<file path="config.mk">
export PLATFORM = sky130hd
export DESIGN_NAME = hyperram_rx_capture
export DESIGN_NICKNAME = d
export VERILOG_FILES = /design/src/rtl/hyperram_rx_capture.sv
export SDC_FILE = /design/constraint.sdc
export NUM_CORES = 1
export LEC_CHECK = 0
export CORE_MARGIN = 8
export CORE_UTILIZATION = 45
export CTS_BUF_LIST = sky130_fd_sc_hd__clkbuf_8
export DETAILED_ROUTE_END_ITERATION = 12
export PLACE_DENSITY = 0.7
export REMOVE_ABC_BUFFERS = 1
export SYNTH_ARGS = -nofsm -noshare
export SYNTH_HDL_FRONTEND = slang
export SYNTH_SLANG_ARGS = --single-unit
</file>
<file path="constraint.sdc">
create_clock -name clk -period 3.8 [get_ports clk]
set_input_delay 0.95 -clock clk [delete_from_list [all_inputs] [get_ports clk]]
set_output_delay 0.95 -clock clk [all_outputs]
set_load 0.1 [all_outputs]
</file>
<file path="src/rtl/hyperram_rx_capture.sv">
// HyperRAM read-data receive path: RWDS-qualified word capture, burst counting and a show-ahead FIFO.
// Define HRX_TIMEOUT_EN to compile in the missing-RWDS watchdog and its abort path.
module hyperram_rx_capture #(
  parameter int FIFO_AW = 4,
  parameter int LEN_W   = 16,
  parameter int TIMEOUT = 64
) (
  input  logic             clk,
  input  logic             rst,
  input  logic             start,
  input  logic [LEN_W-1:0] burst_len,
  input  logic [7:0]       dq_rise,
  input  logic [7:0]       dq_fall,
  input  logic             rwds_rise,
  input  logic             rwds_fall,
  output logic [15:0]      rd_data,
  output logic             rd_valid,
  input  logic             rd_ready,
  output logic             busy,
  output logic             done,
  output logic             err_timeout,
  output logic             err_overflow
);
  localparam int DEPTH = 1 << FIFO_AW;

  if (TIMEOUT < 2) begin : g_bad_timeout
    $error("hyperram_rx_capture: TIMEOUT must be >= 2");
  end

  typedef enum logic [2:0] {S_IDLE, S_WAIT, S_CAPTURE, S_DRAIN, S_DONE} state_t;

  state_t             state, state_nx;
  logic [LEN_W-1:0]   remaining;
  logic               active, ws, ws_acc, start_ok, last_word, timeout_hit;
  logic               in_valid;
  logic [15:0]        in_word;
  logic [15:0]        mem [DEPTH];
  logic [FIFO_AW-1:0] wr_ptr, rd_ptr;
  logic [FIFO_AW:0]   count;
  logic               empty, full, push, pop, drop;

  assign ws        = rwds_rise & ~rwds_fall;
  assign active    = (state == S_WAIT) || (state == S_CAPTURE);
  assign ws_acc    = active & ws;
  assign start_ok  = start & (state == S_IDLE);
  assign last_word = (remaining == LEN_W'(1));

  always_ff @(posedge clk) begin
    // NOTE: flops use non-blocking assignments so every register samples pre-edge values.
    if (rst) state <= S_IDLE;
    else     state <= state_nx;
  end

  always_comb begin
    // NOTE: default assigned first so no branch leaves state_nx unassigned (no latch).
    state_nx = state;
    case (state)
      S_IDLE:             if (start) state_nx = (burst_len == '0) ? S_DONE : S_WAIT;
      S_WAIT, S_CAPTURE: begin
        if (ws_acc)           state_nx = last_word ? S_DRAIN : S_CAPTURE;
        else if (timeout_hit) state_nx = S_DRAIN;
      end
      S_DRAIN:            state_nx = S_DONE;
      S_DONE:             state_nx = S_IDLE;
      default:            state_nx = S_IDLE;
    endcase
  end

  always_ff @(posedge clk) begin
    if (rst)           remaining <= '0;
    else if (start_ok) remaining <= burst_len;
    else if (ws_acc)   remaining <= remaining - LEN_W'(1);
  end

`ifdef HRX_TIMEOUT_EN
  // Counter only needs to reach TIMEOUT-1; the abort fires on the next strobe-less cycle.
  localparam int WD_W = $clog2(TIMEOUT);
  logic [WD_W-1:0] wd_cnt;
  logic            err_timeout_q;

  assign timeout_hit = active & ~ws & (wd_cnt == WD_W'(TIMEOUT - 1));

  always_ff @(posedge clk) begin
    if (rst || start_ok) begin
      wd_cnt        <= '0;
      err_timeout_q <= 1'b0;
    end else if (active) begin
      if (ws)               wd_cnt <= '0;
      else if (timeout_hit) err_timeout_q <= 1'b1;
      else                  wd_cnt <= wd_cnt + WD_W'(1);
    end
  end

  assign err_timeout = err_timeout_q;
`else
  assign timeout_hit = 1'b0;
  assign err_timeout = 1'b0;
`endif

  always_ff @(posedge clk) begin
    if (rst) begin
      in_valid <= 1'b0;
      in_word  <= '0;
    end else begin
      in_valid <= ws_acc;
      if (ws_acc) in_word <= {dq_rise, dq_fall};
    end
  end

  // A full FIFO still accepts a write when the head is popped in the same cycle.
  assign empty = (count == '0);
  assign full  = (count == (FIFO_AW + 1)'(DEPTH));
  assign pop   = ~empty & rd_ready;
  assign push  = in_valid & (~full | pop);
  assign drop  = in_valid & full & ~pop;

  always_ff @(posedge clk) begin
    // NOTE: storage array is not reset; the empty flag masks stale contents.
    if (push) mem[wr_ptr] <= in_word;
  end

  always_ff @(posedge clk) begin
    if (rst) begin
      wr_ptr <= '0;
      rd_ptr <= '0;
      count  <= '0;
    end else begin
      if (push) wr_ptr <= wr_ptr + FIFO_AW'(1);
      if (pop)  rd_ptr <= rd_ptr + FIFO_AW'(1);
      case ({push, pop})
        2'b10:   count <= count + (FIFO_AW + 1)'(1);
        2'b01:   count <= count - (FIFO_AW + 1)'(1);
        default: count <= count;
      endcase
    end
  end

  always_ff @(posedge clk) begin
    if (rst || start_ok) err_overflow <= 1'b0;
    else if (drop)       err_overflow <= 1'b1;
  end

  assign rd_valid = ~empty;
  assign rd_data  = empty ? 16'h0000 : mem[rd_ptr];
  assign busy     = active;
  assign done     = (state == S_DONE);

endmodule

</file>
### Word level (Yosys, flattened, before mapping)

Memories as Yosys holds them, arrays and structs flattened. A register that Yosys moved wholly into a read port is not among the register bits.
Index checks and enable logic that the tools add are counted.

| word-level totals | value |
|---|---|
| flip-flop bits (word level) | 50 |
| memory bits (writable) | 256 |
| input port bits | 38 |
| logic and storage cells | 58 |
| memories kept | 1 |

| cells by class | value |
|---|---|
| add/subtract/negate cells | 5 |
| equal/unequal tests | 10 |
| mux-type cells | 13 |
| bitwise gates (word level) | 12 |
| reductions and logical operators | 9 |

Memory list:

| name | depth | bits a word | rd ports | clocked after Yosys merged registers in | wr ports | line | text |
|---|---|---|---|---|---|---|---|
| mem | 16 | 16 | 1 | 1 | 1 | 37 | `logic [15:0] mem [DEPTH];` |

Operator list:

| kind | count |
|---|---|
| 16-bit two-way mux | 3 |
| 16-bit by 1-bit equality test with 1-bit output, second input constant | 1 |
| 16-bit logical NOT | 1 |
| 16-bit by 1-bit subtractor with 16-bit output, second input constant | 1 |
| 5-bit case mux with 2 select lines | 1 |
| 3-bit two-way mux | 3 |
| 3-bit case mux with 3 select lines | 1 |
| 4-bit by 1-bit adder with 4-bit output, second input constant | 2 |
| 4-bit two-way mux | 2 |
| 1-bit bitwise AND | 7 |
| 3-bit by 2-bit equality test with 1-bit output, second input constant | 2 |
| 5-bit by 1-bit adder with 5-bit output, second input constant | 1 |
| 5-bit equality test, second input constant | 1 |
| 5-bit logical NOT | 1 |
| 5-bit by 1-bit subtractor with 5-bit output, second input constant | 1 |
| 2-bit != test, second input constant | 2 |
| 1-bit NOT | 4 |
| 2-bit nonzero test | 2 |
| 3-bit by 1-bit equality test with 1-bit output, second input constant | 1 |
| 3-bit equality test, second input constant | 1 |
| 3-bit logical NOT | 1 |
| 1-bit two-way mux | 3 |
| 2-bit by 1-bit equality test with 1-bit output, second input constant | 1 |
| 2-bit equality test, second input constant | 1 |
| other kinds (4) | 5 |

### Longest topological paths before layout

Gate-level depths: netlist of the first run.

| logic depth | value |
|---|---|
| depth in word-level cells | 7 |
| mapped depth | 9 |
| gate-level depth less buffers | 9 |

### Worst setup path after synthesis of the first run

OpenSTA, ideal clock, no wires.

| timing | value |
|---|---|
| path type | flip-flop to output port |
| start | register count[2] |
| end | output rd_data[10] |
| arrival | 3.223 ns |
| data required time | 2.850 ns |
| path slack | -0.373 ns |
| cell stages (with the launch flop) | 6 |
| path through | dfxtp_1 -> nor4_2 -> nand2_1 -> nand2_1 -> clkbuf_1 -> o22ai_1 |

| on the way | value |
|---|---|
| word-level cells in the longest chain between the ends | 2 |

Ends and longest elaborated chain:

| what | line | text |
|---|---|---|
| start, declared | 39 | `logic [FIFO_AW:0] count;` |
| start signal, assigned | 131 | `2'b10: count <= count + (FIFO_AW + 1)'(1);` |
| start signal, assigned | 132 | `2'b01: count <= count - (FIFO_AW + 1)'(1);` |
| start signal, assigned | 133 | `default: count <= count;` |
| 5-bit logical NOT | 111 | `assign empty = (count == '0);` |
| 16-bit two-way mux | 144 | `assign rd_data = empty ? 16'h0000 : mem[rd_ptr];` |
| end, declared | 16 | `output logic [15:0] rd_data,` |

Every way passes these cells.

==> Implementation_results.wiki, run 1 <==
{| class="wikitable"
! Metric !! Value
|-
| CP cell instances || buf_4 -> mux4_2 -> mux2i_1 -> o22ai_1 -> buf_12
|-
| Unrepaired setup endpoints after global routing || false
|-
| CTS Root Cell || sky130_fd_sc_hd__clkbuf_8
|-
| Crit path launch type || flip-flop
|-
| Actual transition at the worst max-transition pin || 0.970 ns
|-
| Number of synthesized register bits || 310
|-
| Final routed wire length divided by cell count || 22.0 um
|-
| Final max-slew violation count || 0
|-
| Dpl ws || 0.575 ns
|-
| Sum of net half-perimeters after detailed placement || 16400 um
|-
| Number of violations reported at the end of detailed-routing iteration 0 || 538
|-
| Cell area after layout || 14700 sq um
|-
| Power per standard cell area || 667 nW/um^2
|-
| Number of filler cells placed in the layout || 2109
|-
| Row count || 60
|-
| Family with the most delay on the worst path || multiplexers
|-
| Worst clock skew || 0.0313 ns
|-
| Final worst path period share || 92.0%
|-
| Number of distinct library cells after synthesis || 48
|-
| Mean instance size in the synthesized netlist || 17.1 sq um
|-
| Clock slew seen by the registers of the worst setup and hold paths || 0.06 ns
|-
| Cell area after technology mapping || 12300 sq um
|-
| Final global-route overflow total || 0
|-
| Placed cells || 1126
|-
| Crit end category || output port
|-
| Sequential element share of the synthesized area || 71.4%
|-
| Global-route wire length before repair || 41600 um
|-
| Vias in the first global route || 7234
|-
| Setup-failing EPs final || 0
|-
| Antenna Violating Nets Remaining || 0
|-
| Total number of vias || 6928
|-
| DIE HEIGHT || 181 um
|-
| Setup WS post-layout || 0.305 ns
|-
| Critical Setup Path Class || reg2out
|-
| H-tree Lvls || 2
|-
| Slew margin rel. || 35.1%
|-
| Placed cell area || 13700 sq um
|-
| Total iterations of the first detailed-routing run || 4
|-
| Post-cts hold buffer count || 0
|-
| Sinks on the clock net || 310
|-
| Final Non-Filler Cells || 1216
|-
| Max IR drop VDD || 682 uV
|-
| Chip width || 181 um
|-
| Number of warnings issued by yosys || 0
|-
| Capture endpoint of the worst hold path || remaining[5]$_SDFFE_PP0P_
|-
| Core Footprint || 26900 sq um
|-
| Die Outline Area || 32800 sq um
|-
| Critical path fanouts, max || 17
|-
| Reg-to-reg critical path endpoint || count[4]$_SDFFE_PP0P_
|-
| Most frequently used flop master after synthesis || sky130_fd_sc_hd__edfxtp_1
|-
| DRC || 0
|-
| Share of post-route cells with drive strength above 1 || 25.5%
|-
| Outcome || finished clean
|-
| Most frequent standard cell in the layout excluding fill and tap cells || sky130_fd_sc_hd__edfxtp_1
|-
| Clock Path Buffers || 3
|-
| Post-CTS Setup Repair Bufs || 0
|-
| GRT Util Overall || 16.3%
|-
| R2R Setup Slk || 1.43 ns
|-
| TritonCTS clock tree || done
|-
| Max-capacitance violation count || 0
|-
| Clock latency at the later pin of the worst-skew pair || 0.58 ns
|-
| Worst hold path depth || 2
|-
| Number of synthesized flops with an enable pin || 256
|-
| Depth of the most critical reg-to-reg path || 10
|-
| Worst flop-to-flop path startpoint || count[1]$_SDFFE_PP0P_
|-
| Count of input and output buffers || 57
|-
| Max Clock Freq || 286 MHz
|-
| Top library cells by usage in the layout, fill and taps aside || sky130_fd_sc_hd__edfxtp_1 (256), sky130_fd_sc_hd__mux4_2 (64), sky130_fd_sc_hd__clkbuf_8 (54), sky130_fd_sc_hd__nand2_1 (53), sky130_fd_sc_hd__dfxtp_1 (51)
|-
| Count of inserted antenna diode cells || 0
|-
| Smallest hold slack || 0.477 ns
|-
| Initial antenna violation count || 0
|-
| Critical path's largest stage delay || 0.58 ns
|-
| Total count of hold-check failures in the final report || 0
|-
| Routability Congestion || 0.816
|-
| Hold_sp || remaining[5]$_SDFFE_PP0P_
|-
| Min cycle time layout || 3.49 ns
|-
| Num CTS Buffers || 49
|-
| Arrival time at the worst endpoint || 2.54 ns
|-
| Maximum number of pins on one net before global-route repair || 32
|-
| Synth-to-Final Area Change || 20.0%
|-
| Boundary pin count || 59
|-
| Async set-or-reset flop fraction in the synthesized netlist || 0%
|-
| # nets final || 883
|-
| # resized after CTS || 0
|-
| Starting density of the core || 45.7%
|-
| Mean number of vias per cell || 5.70
|-
| Crit path buffers/inverters || 2
|-
| Cell leakage power || 0.00488 uW
|-
| Worst endpoint required time || 2.85 ns
|-
| Cell count after synthesis || 720
|-
| Crit path max-delay cell type || sky130_fd_sc_hd__dfxtp_4
|-
| HP Class || reg2reg
|-
| Routed wire length || 26800 um
|}
[kinds of logic (layout without fill, tap and decap cells)]
family / after synthesis / count (layout) / synth area share, %
other cells: 1 / 1 / 0.0305
xor+xnor: 15 / 15 / 1.07
mux: 100 / 100 / 14.7
compound gates: 88 / 88 / 4.43
flops: 310 / 310 / 71.4
simple gates: 150 / 150 / 5.70
buf+inv: 47 / 202 / 1.82
fa+ha+maj: 9 / 9 / 0.917
[registers in the layout, summed over array words and instances (netlist names), named ones only]
name	cells
count	5
err_overflow	1
in_valid	1
in_word	16
mem	256
rd_ptr	4
remaining	16
state	3
wr_ptr	4
[per-layer routing]
layer | global-route usage (%) | part of all wire [%]
met2 | 26.2 | 47
met4 | 4.95 | 1.9
met3 | 3.31 | 5.8
met1 | 22.2 | 45
met5 | 0.307 | 0
[power breakdown]
group          internal, uW  total (uW)  switching [uW]
sequential             3800        4020             216
combinational          1260        3020            1760
clock                  1520        2800            1270
[worst max path at each step]
stage	from	endpoint	slack (ns)	cells after the start
3_3_place_gp	rd_ready	count[4]$_SDFFE_PP0P_	0.62	10
6_report	flip-flop	rd_data[0]	0.31	5
3_5_place_dp	rd_ready	count[4]$_SDFFE_PP0P_	0.58	10
4_1_cts	flip-flop	rd_data[9]	0.22	5
2_1_floorplan	flip-flop	rd_data[0]	-1.99	3
5_1_grt	flip-flop	rd_data[9]	0.13	5
[stage by stage]
step	power (uW)	util (%)	setup TNS, ns
finish	9830	54.8	0
global route	10200	54.8	0
CTS	9940	54.8	0
detailed placement	7130	51.2	0
global placement	7110	51.2	0
floorplan	6140	-	-31.81
[cells in the mapped netlist, types with 2 or more instances]
master | count | area, sq um
sky130_fd_sc_hd__mux2i_1 | 36 | 360
sky130_fd_sc_hd__or4_1 | 2 | 15.0
sky130_fd_sc_hd__a32oi_1 | 2 | 17.5
sky130_fd_sc_hd__buf_2 | 8 | 40.0
sky130_fd_sc_hd__dfxtp_1 | 54 | 1080
sky130_fd_sc_hd__nand2b_1 | 7 | 43.8
sky130_fd_sc_hd__clkbuf_1 | 22 | 82.6
sky130_fd_sc_hd__nor4_1 | 6 | 37.5
sky130_fd_sc_hd__a21o_1 | 2 | 15.0
sky130_fd_sc_hd__inv_1 | 7 | 26.3
sky130_fd_sc_hd__nand3b_1 | 2 | 15.0
sky130_fd_sc_hd__nor3_1 | 12 | 60.1
sky130_fd_sc_hd__buf_6 | 2 | 22.5
sky130_fd_sc_hd__edfxtp_1 | 256 | 7690
sky130_fd_sc_hd__nand3_1 | 2 | 10.0
sky130_fd_sc_hd__nand2_1 | 53 | 199
sky130_fd_sc_hd__a31oi_1 | 6 | 37.5
sky130_fd_sc_hd__o211ai_1 | 3 | 22.5
sky130_fd_sc_hd__a221oi_1 | 3 | 26.3
sky130_fd_sc_hd__nand4_1 | 4 | 25.0
sky130_fd_sc_hd__o311ai_0 | 4 | 35.0
sky130_fd_sc_hd__a211oi_1 | 3 | 22.5
sky130_fd_sc_hd__or3_1 | 2 | 12.5
sky130_fd_sc_hd__buf_4 | 2 | 15.0
sky130_fd_sc_hd__o22ai_1 | 16 | 100
sky130_fd_sc_hd__ha_1 | 9 | 113
sky130_fd_sc_hd__o21ai_0 | 5 | 25.0
sky130_fd_sc_hd__a41oi_1 | 2 | 17.5
sky130_fd_sc_hd__nor2_1 | 50 | 188
sky130_fd_sc_hd__and2_1 | 3 | 18.8
sky130_fd_sc_hd__a21oi_1 | 35 | 175
sky130_fd_sc_hd__buf_1 | 4 | 15.0
sky130_fd_sc_hd__mux4_2 | 64 | 1440
sky130_fd_sc_hd__xor2_1 | 10 | 87.6
sky130_fd_sc_hd__a22oi_1 | 5 | 37.5
sky130_fd_sc_hd__xnor2_1 | 5 | 43.8
[worst reg2reg max path: cells and delay by family (launching register included)]
| family | cells | cell delay [ns] |
|---|---|---|
| adders and majority gates | 1 | 0.26 |
| DFF | 1 | 0.44 |
| AOI/OAI and AO/OA | 3 | 0.64 |
| xor gates and xnor gates | 2 | 0.28 |
| buffers and inverters | 1 | 0.17 |
| and+or+nand+nor | 3 | 0.47 |
[layout make-up]
| class | instances | area, sq um | share of cell area (%) |
|---|---|---|---|
| clock inverters | 36 | 248 | 1.68 |
| clock buffers | 54 | 743 | 5.04 |
| flip-flops and latches | 310 | 8770 | 59.5 |
| multi-input cells | 363 | 3360 | 22.8 |
| inverters | 7 | 26.3 | 0.178 |
| well taps | 341 | 427 | 2.89 |
| repair buffers | 105 | 1170 | 7.91 |
Power figures use the tool's default switching activity.
==> run 2: changes to the inputs <==
- CORE_MARGIN: 8 -> 5
- PLACE_DENSITY: 0.7 -> 0.73
- clock period: 3.8 -> 3.02 ns (I/O delays scaled with it)
==> Implementation_results.wiki, run 2 (synthesized netlist as in run 1, its figures left out) <==
{| class="wikitable"
! Metric !! Value
|-
| Clock slew seen by the registers of the worst setup and hold paths || 0.06 ns
|-
| Synth-to-Final Area Change || 23.9%
|-
| GRT Util Overall || 17.9%
|-
| Sinks on the clock net || 310
|-
| Total iterations of the first detailed-routing run || 5
|-
| Row count || 60
|-
| Die Outline Area || 30700 sq um
|-
| HP Class || reg2reg
|-
| Slew margin rel. || 48.5%
|-
| Share of post-route cells with drive strength above 1 || 29.9%
|-
| Boundary pin count || 59
|-
| Max Clock Freq || 322 MHz
|-
| Final worst path period share || 103%
|-
| Count of input and output buffers || 57
|-
| Final Non-Filler Cells || 1230
|-
| Top Registers || mem: 256 flops, in_word: 16 flops, remaining: 16 flops
|-
| H-tree Lvls || 2
|-
| Critical path fanouts, max || 7
|-
| Outcome || finished with violations
|-
| Violations in the final reports || setup timing
|-
| Clock Path Buffers || 3
|-
| Min cycle time layout || 3.10 ns
|-
| DIE HEIGHT || 175 um
|-
| Max IR drop VDD || 416 uV
|-
| Final routed wire length divided by cell count || 22.9 um
|-
| Smallest hold slack || 0.506 ns
|-
| Count of inserted antenna diode cells || 0
|-
| Starting density of the core || 45.6%
|-
| CP cell instances || buf_6 -> buf_16 -> mux4_2 -> mux2i_2 -> o22ai_2 -> buf_12
|-
| Clock latency at the later pin of the worst-skew pair || 0.58 ns
|-
| Mean number of vias per cell || 5.73
|-
| Core Footprint || 27000 sq um
|-
| Final max-slew violation count || 0
|-
| Number of violations reported at the end of detailed-routing iteration 0 || 624
|-
| Num CTS Buffers || 48
|-
| Arrival time at the worst endpoint || 2.35 ns
|-
| Setup-failing EPs final || 16
|-
| Dpl ws || 0.177 ns
|-
| Chip width || 175 um
|-
| Unrepaired setup endpoints after global routing || true
|-
| DRC || 0
|-
| Critical Setup Path Class || reg2out
|-
| Top library cells by usage in the layout, fill and taps aside || sky130_fd_sc_hd__edfxtp_1 (256), sky130_fd_sc_hd__mux4_2 (64), sky130_fd_sc_hd__clkbuf_8 (54), sky130_fd_sc_hd__nand2_1 (53), sky130_fd_sc_hd__dfxtp_1 (51)
|-
| Vias in the first global route || 7165
|-
| Most frequent standard cell in the layout excluding fill and tap cells || sky130_fd_sc_hd__edfxtp_1
|-
| Final global-route overflow total || 0
|-
| Global-route wire length before repair || 41800 um
|-
| Total number of vias || 7053
|-
| Crit path max-delay cell type || sky130_fd_sc_hd__mux4_2
|-
| Largest register FFs || 256
|-
| Total count of hold-check failures in the final report || 0
|-
| Family with the most delay on the worst path || multiplexers
|-
| Worst clock skew || 0.0209 ns
|-
| Power per standard cell area || 859 nW/um^2
|-
| Crit path launch type || flip-flop
|-
| Actual transition at the worst max-transition pin || 0.765 ns
|-
| Placed cells || 1125
|-
| Antenna Violating Nets Remaining || 0
|-
| CTS Root Cell || sky130_fd_sc_hd__clkbuf_8
|-
| Setup TNS || -0.655 ns
|-
| Number of filler cells placed in the layout || 2014
|-
| Setup WS post-layout || -0.0818 ns
|-
| Critical path's largest stage delay || 0.52 ns
|-
| Crit end category || output port
|-
| Maximum number of pins on one net before global-route repair || 65
|-
| Cell leakage power || 0.00506 uW
|-
| Max-capacitance violation count || 0
|-
| Post-cts hold buffer count || 0
|-
| Routability Congestion || 0.807
|-
| Biggest register || mem
|-
| # nets final || 896
|-
| Worst endpoint required time || 2.26 ns
|-
| Sum of net half-perimeters after detailed placement || 15800 um
|-
| Crit path buffers/inverters || 3
|-
| TritonCTS clock tree || done
|-
| Initial antenna violation count || 0
|-
| Routed wire length || 28200 um
|}
-- run 2: changes by cell type in the layout (fill, tap and decap cells not counted), moves of 3 or more --
cell and delta:
sky130_fd_sc_hd__o22ai_2 +11, sky130_fd_sc_hd__clkinvlp_4 +3, sky130_fd_sc_hd__mux2i_1 -13, sky130_fd_sc_hd__o22ai_1 -11, sky130_fd_sc_hd__clkbuf_16 +7, sky130_fd_sc_hd__clkinv_1 -3, sky130_fd_sc_hd__buf_6 +5, sky130_fd_sc_hd__mux2i_2 +8
sky130_fd_sc_hd__buf_4 -3, sky130_fd_sc_hd__mux2i_4 +5
-- run 2: where the power goes --
group	total, uW	internal, uW	leakage [uW]	switching [uW]
Clock	3560	1920	0.000544	1640
Combinational	4530	2020	0.00168	2510
Sequential	5000	4780	0.00284	212
-- run 2: final timing paths --
kind,startpoint,cells past startpoint,slack (ns),to
setup / recovery,flip-flop,6,-0.08,rd_data[9]
hold / removal,remaining[12]$_SDFFE_PP0P_,2,0.51,remaining[12]$_SDFFE_PP0P_
setup reg to reg,count[1]$_SDFFE_PP0P_,10,0.74,count[4]$_SDFFE_PP0P_
hold reg to reg,remaining[12]$_SDFFE_PP0P_,2,0.51,remaining[12]$_SDFFE_PP0P_
-- run 2: worst min-delay path, stage by stage, from the launching register on --
cell and delay [ns]:
sky130_fd_sc_hd__dfxtp_1 0.33, sky130_fd_sc_hd__a31oi_1 0.07, sky130_fd_sc_hd__nor2_1 0.07
-- run 2: layout make-up --
| class | count | area, sq um | area share (%) |
|---|---|---|---|
| repair buffers | 119 | 1490 | 9.79 |
| clock buffers | 54 | 743 | 4.88 |
| clock inverters | 36 | 249 | 1.64 |
| multi-input cells | 363 | 3520 | 23.1 |
| inverters | 7 | 26.3 | 0.173 |
| well taps | 341 | 427 | 2.80 |
| flip-flops and latches | 310 | 8770 | 57.6 |
-- run 2: per-layer routing --
layer / wire, um / share of wire [%] / track usage [%] / vias up
li1: - / - / - / 3127
met1: 11700 / 42 / 24.6 / 3585
met2: 13900 / 49 / 29.3 / 297
met3: 2020 / 7.2 / 3.57 / 44
met4: 495 / 1.8 / 5.24 / 0
met5: 0 / 0 / 0 / -
-- run 2: stage by stage --
stage / area [sq um] / total power (uW) / utilization [%]
global route: 15200 / 13600 / 56.5
CTS: 14900 / 12700 / 55.3
floorplan: 12100 / 7730 / -
detailed placement: 13800 / 8960 / 51.1
global placement: 13800 / 8920 / 51.1
finish: 15200 / 13100 / 56.5
-- run 2: repair_timing --
action	in CTS	in global routing
hold endpoints to repair	0	0
pin swaps	0	5
setup buffers	2	6
resized for setup	9	34
setup endpoints to repair	16	16
gates cloned	2	7
==> run 3: changes to the inputs <==
- REMOVE_ABC_BUFFERS: 1 -> unset
==> Implementation_results.wiki, run 3 (synthesized netlist as in run 1, its figures left out) <==
{| class="wikitable"
! Metric !! Value
|-
| Biggest register || mem
|-
| Sum of net half-perimeters after detailed placement || 16300 um
|-
| Final global-route overflow total || 0
|-
| Synth-to-Final Area Change || 23.8%
|-
| Top library cells by usage in the layout, fill and taps aside || sky130_fd_sc_hd__edfxtp_1 (256), sky130_fd_sc_hd__mux4_2 (64), sky130_fd_sc_hd__clkbuf_8 (53), sky130_fd_sc_hd__nand2_1 (52), sky130_fd_sc_hd__dfxtp_1 (51)
|-
| Most frequent CP cell || sky130_fd_sc_hd__buf_12
|-
| Maximum number of pins on one net before global-route repair || 65
|-
| Largest register FFs || 256
|-
| Cell leakage power || 0.00506 uW
|-
| Worst clock skew || 0.0265 ns
|-
| Core Footprint || 27000 sq um
|-
| Crit path max-delay cell type || sky130_fd_sc_hd__mux4_2
|-
| TritonCTS clock tree || done
|-
| Mean number of vias per cell || 5.64
|-
| Placed cells || 1124
|-
| Initial antenna violation count || 0
|-
| Family with the most delay on the worst path || multiplexers
|-
| Boundary pin count || 59
|-
| Final worst path period share || 102%
|-
| Hold_sp || remaining[5]$_SDFFE_PP0P_
|-
| Outcome || finished with violations
|-
| Most frequent standard cell in the layout excluding fill and tap cells || sky130_fd_sc_hd__edfxtp_1
|-
| Setup-failing EPs final || 14
|-
| CTS Root Cell || sky130_fd_sc_hd__clkbuf_8
|-
| DRC || 0
|-
| Final max-slew violation count || 0
|-
| Sinks on the clock net || 310
|-
| Antenna Violating Nets Remaining || 0
|-
| Number of violations reported at the end of detailed-routing iteration 0 || 466
|-
| Crit path buffers/inverters || 3
|-
| # nets final || 889
|-
| Crit end category || output port
|-
| DIE HEIGHT || 175 um
|-
| Number of filler cells placed in the layout || 2020
|-
| Setup WS post-layout || -0.0694 ns
|-
| Critical Setup Path Class || reg2out
|-
| HP Class || reg2reg
|-
| Arrival time at the worst endpoint || 2.33 ns
|-
| Count of inserted antenna diode cells || 0
|-
| Smallest hold slack || 0.503 ns
|-
| Max-capacitance violation count || 0
|-
| Global-route wire length before repair || 41100 um
|-
| Critical path's largest stage delay || 0.50 ns
|-
| Routability Congestion || 0.874
|-
| Violations in the final reports || setup timing
|-
| Routed wire length || 27000 um
|-
| Starting density of the core || 45.6%
|-
| Total iterations of the first detailed-routing run || 4
|-
| Num CTS Buffers || 48
|-
| Max Clock Freq || 324 MHz
|-
| Cell area after layout || 15200 sq um
|-
| Count of input and output buffers || 57
|-
| Critical path fanouts, max || 7
|-
| Die Outline Area || 30700 sq um
|-
| Slew margin rel. || 48.1%
|-
| Footprint of the multi-input gates || 3630 sq um
|-
| Max IR drop VDD || 553 uV
|-
| Unrepaired setup endpoints after global routing || true
|-
| CP cell instances || buf_12 -> buf_16 -> mux4_2 -> mux2i_2 -> o22ai_2 -> buf_12
|-
| Crit path launch type || flip-flop
|-
| H-tree Lvls || 2
|-
| Clock slew seen by the registers of the worst setup and hold paths || 0.06 ns
|-
| Power per standard cell area || 854 nW/um^2
|-
| Syn_nets || 767
|-
| Vias in the first global route || 7114
|-
| Row count || 60
|-
| Min cycle time layout || 3.09 ns
|-
| Top Registers || mem: 256 flops, in_word: 16 flops, remaining: 16 flops
|-
| Worst flop-to-flop path startpoint || count[1]$_SDFFE_PP0P_
|-
| Total number of vias || 6900
|-
| Clock Path Buffers || 3
|-
| Final Non-Filler Cells || 1223
|-
| Post-cts hold buffer count || 0
|-
| Share of post-route cells with drive strength above 1 || 30.0%
|-
| Final routed wire length divided by cell count || 22.1 um
|-
| Clock latency at the later pin of the worst-skew pair || 0.56 ns
|-
| Worst endpoint required time || 2.26 ns
|-
| Total count of hold-check failures in the final report || 0
|-
| Placed cell area || 13900 sq um
|-
| Flip-flop and latch area || 8770 sq um
|-
| Chip width || 175 um
|-
| Actual transition at the worst max-transition pin || 0.772 ns
|-
| GRT Util Overall || 17.4%
|}
-- run 3: path summary, 6_finish.rpt --
check | slack [ns] | endpoint | cells past startpoint
worst max-delay path | -0.07 | rd_data[1] | 6
worst min-delay path | 0.50 | remaining[5]$_SDFFE_PP0P_ | 2
worst max register to register | 0.69 | count[4]$_SDFFE_PP0P_ | 10
worst min register to register | 0.50 | remaining[5]$_SDFFE_PP0P_ | 2
-- run 3: final cells by class --
class / instances / area share, %
clock buffers: 53 / 4.79
clock inverters: 37 / 1.62
inverters: 7 / 0.173
multi-input cells: 363 / 23.9
flip-flops and latches: 310 / 57.7
well taps: 341 / 2.80
repair buffers: 112 / 9.08
-- run 3: metal layers --
| metal | track usage [%] | vias to the layer above | part of all wire (%) |
|---|---|---|---|
| li1 | - | 3106 | - |
| met1 | 22.8 | 3498 | 41 |
| met2 | 30.0 | 251 | 51 |
| met3 | 3.05 | 45 | 5.9 |
| met4 | 5.11 | 0 | 2.1 |
| met5 | 0 | - | 0 |
-- run 3: what timing repair did --
| action | 4_1_cts | 5_1_grt |
|---|---|---|
| cloned | 2 | 2 |
| pin swaps | 6 | 5 |
| setup buffers | 4 | 2 |
| resized for setup | 15 | 23 |
| endpoints found under the setup margin | 16 | 16 |
-- run 3: worst min-delay path: cells and delay by family, from the launching register on --
kind / cells / cell delay, ns
DFF: 1 / 0.31
AOI/OAI and AO/OA: 2 / 0.14
-- run 3: power breakdown --
group,switching [uW],leakage (uW),internal (uW)
Sequential,210,0.00284,4780
Clock,1580,0.000574,1880
Combinational,2530,0.00165,1990
-- run 3: through the flow --
step           util [%]  total power [uW]  TNS [ns]  setup slack, ns
5_1_grt            56.5             13600     -1.98           -0.152
6_report           56.5             13000    -0.469          -0.0694
4_1_cts            55.9             12900     -1.60           -0.123
2_1_floorplan         -              7890    -0.461          -0.0554
3_3_place_gp       51.6              9130         0            0.244
3_5_place_dp       51.6              9170         0            0.203
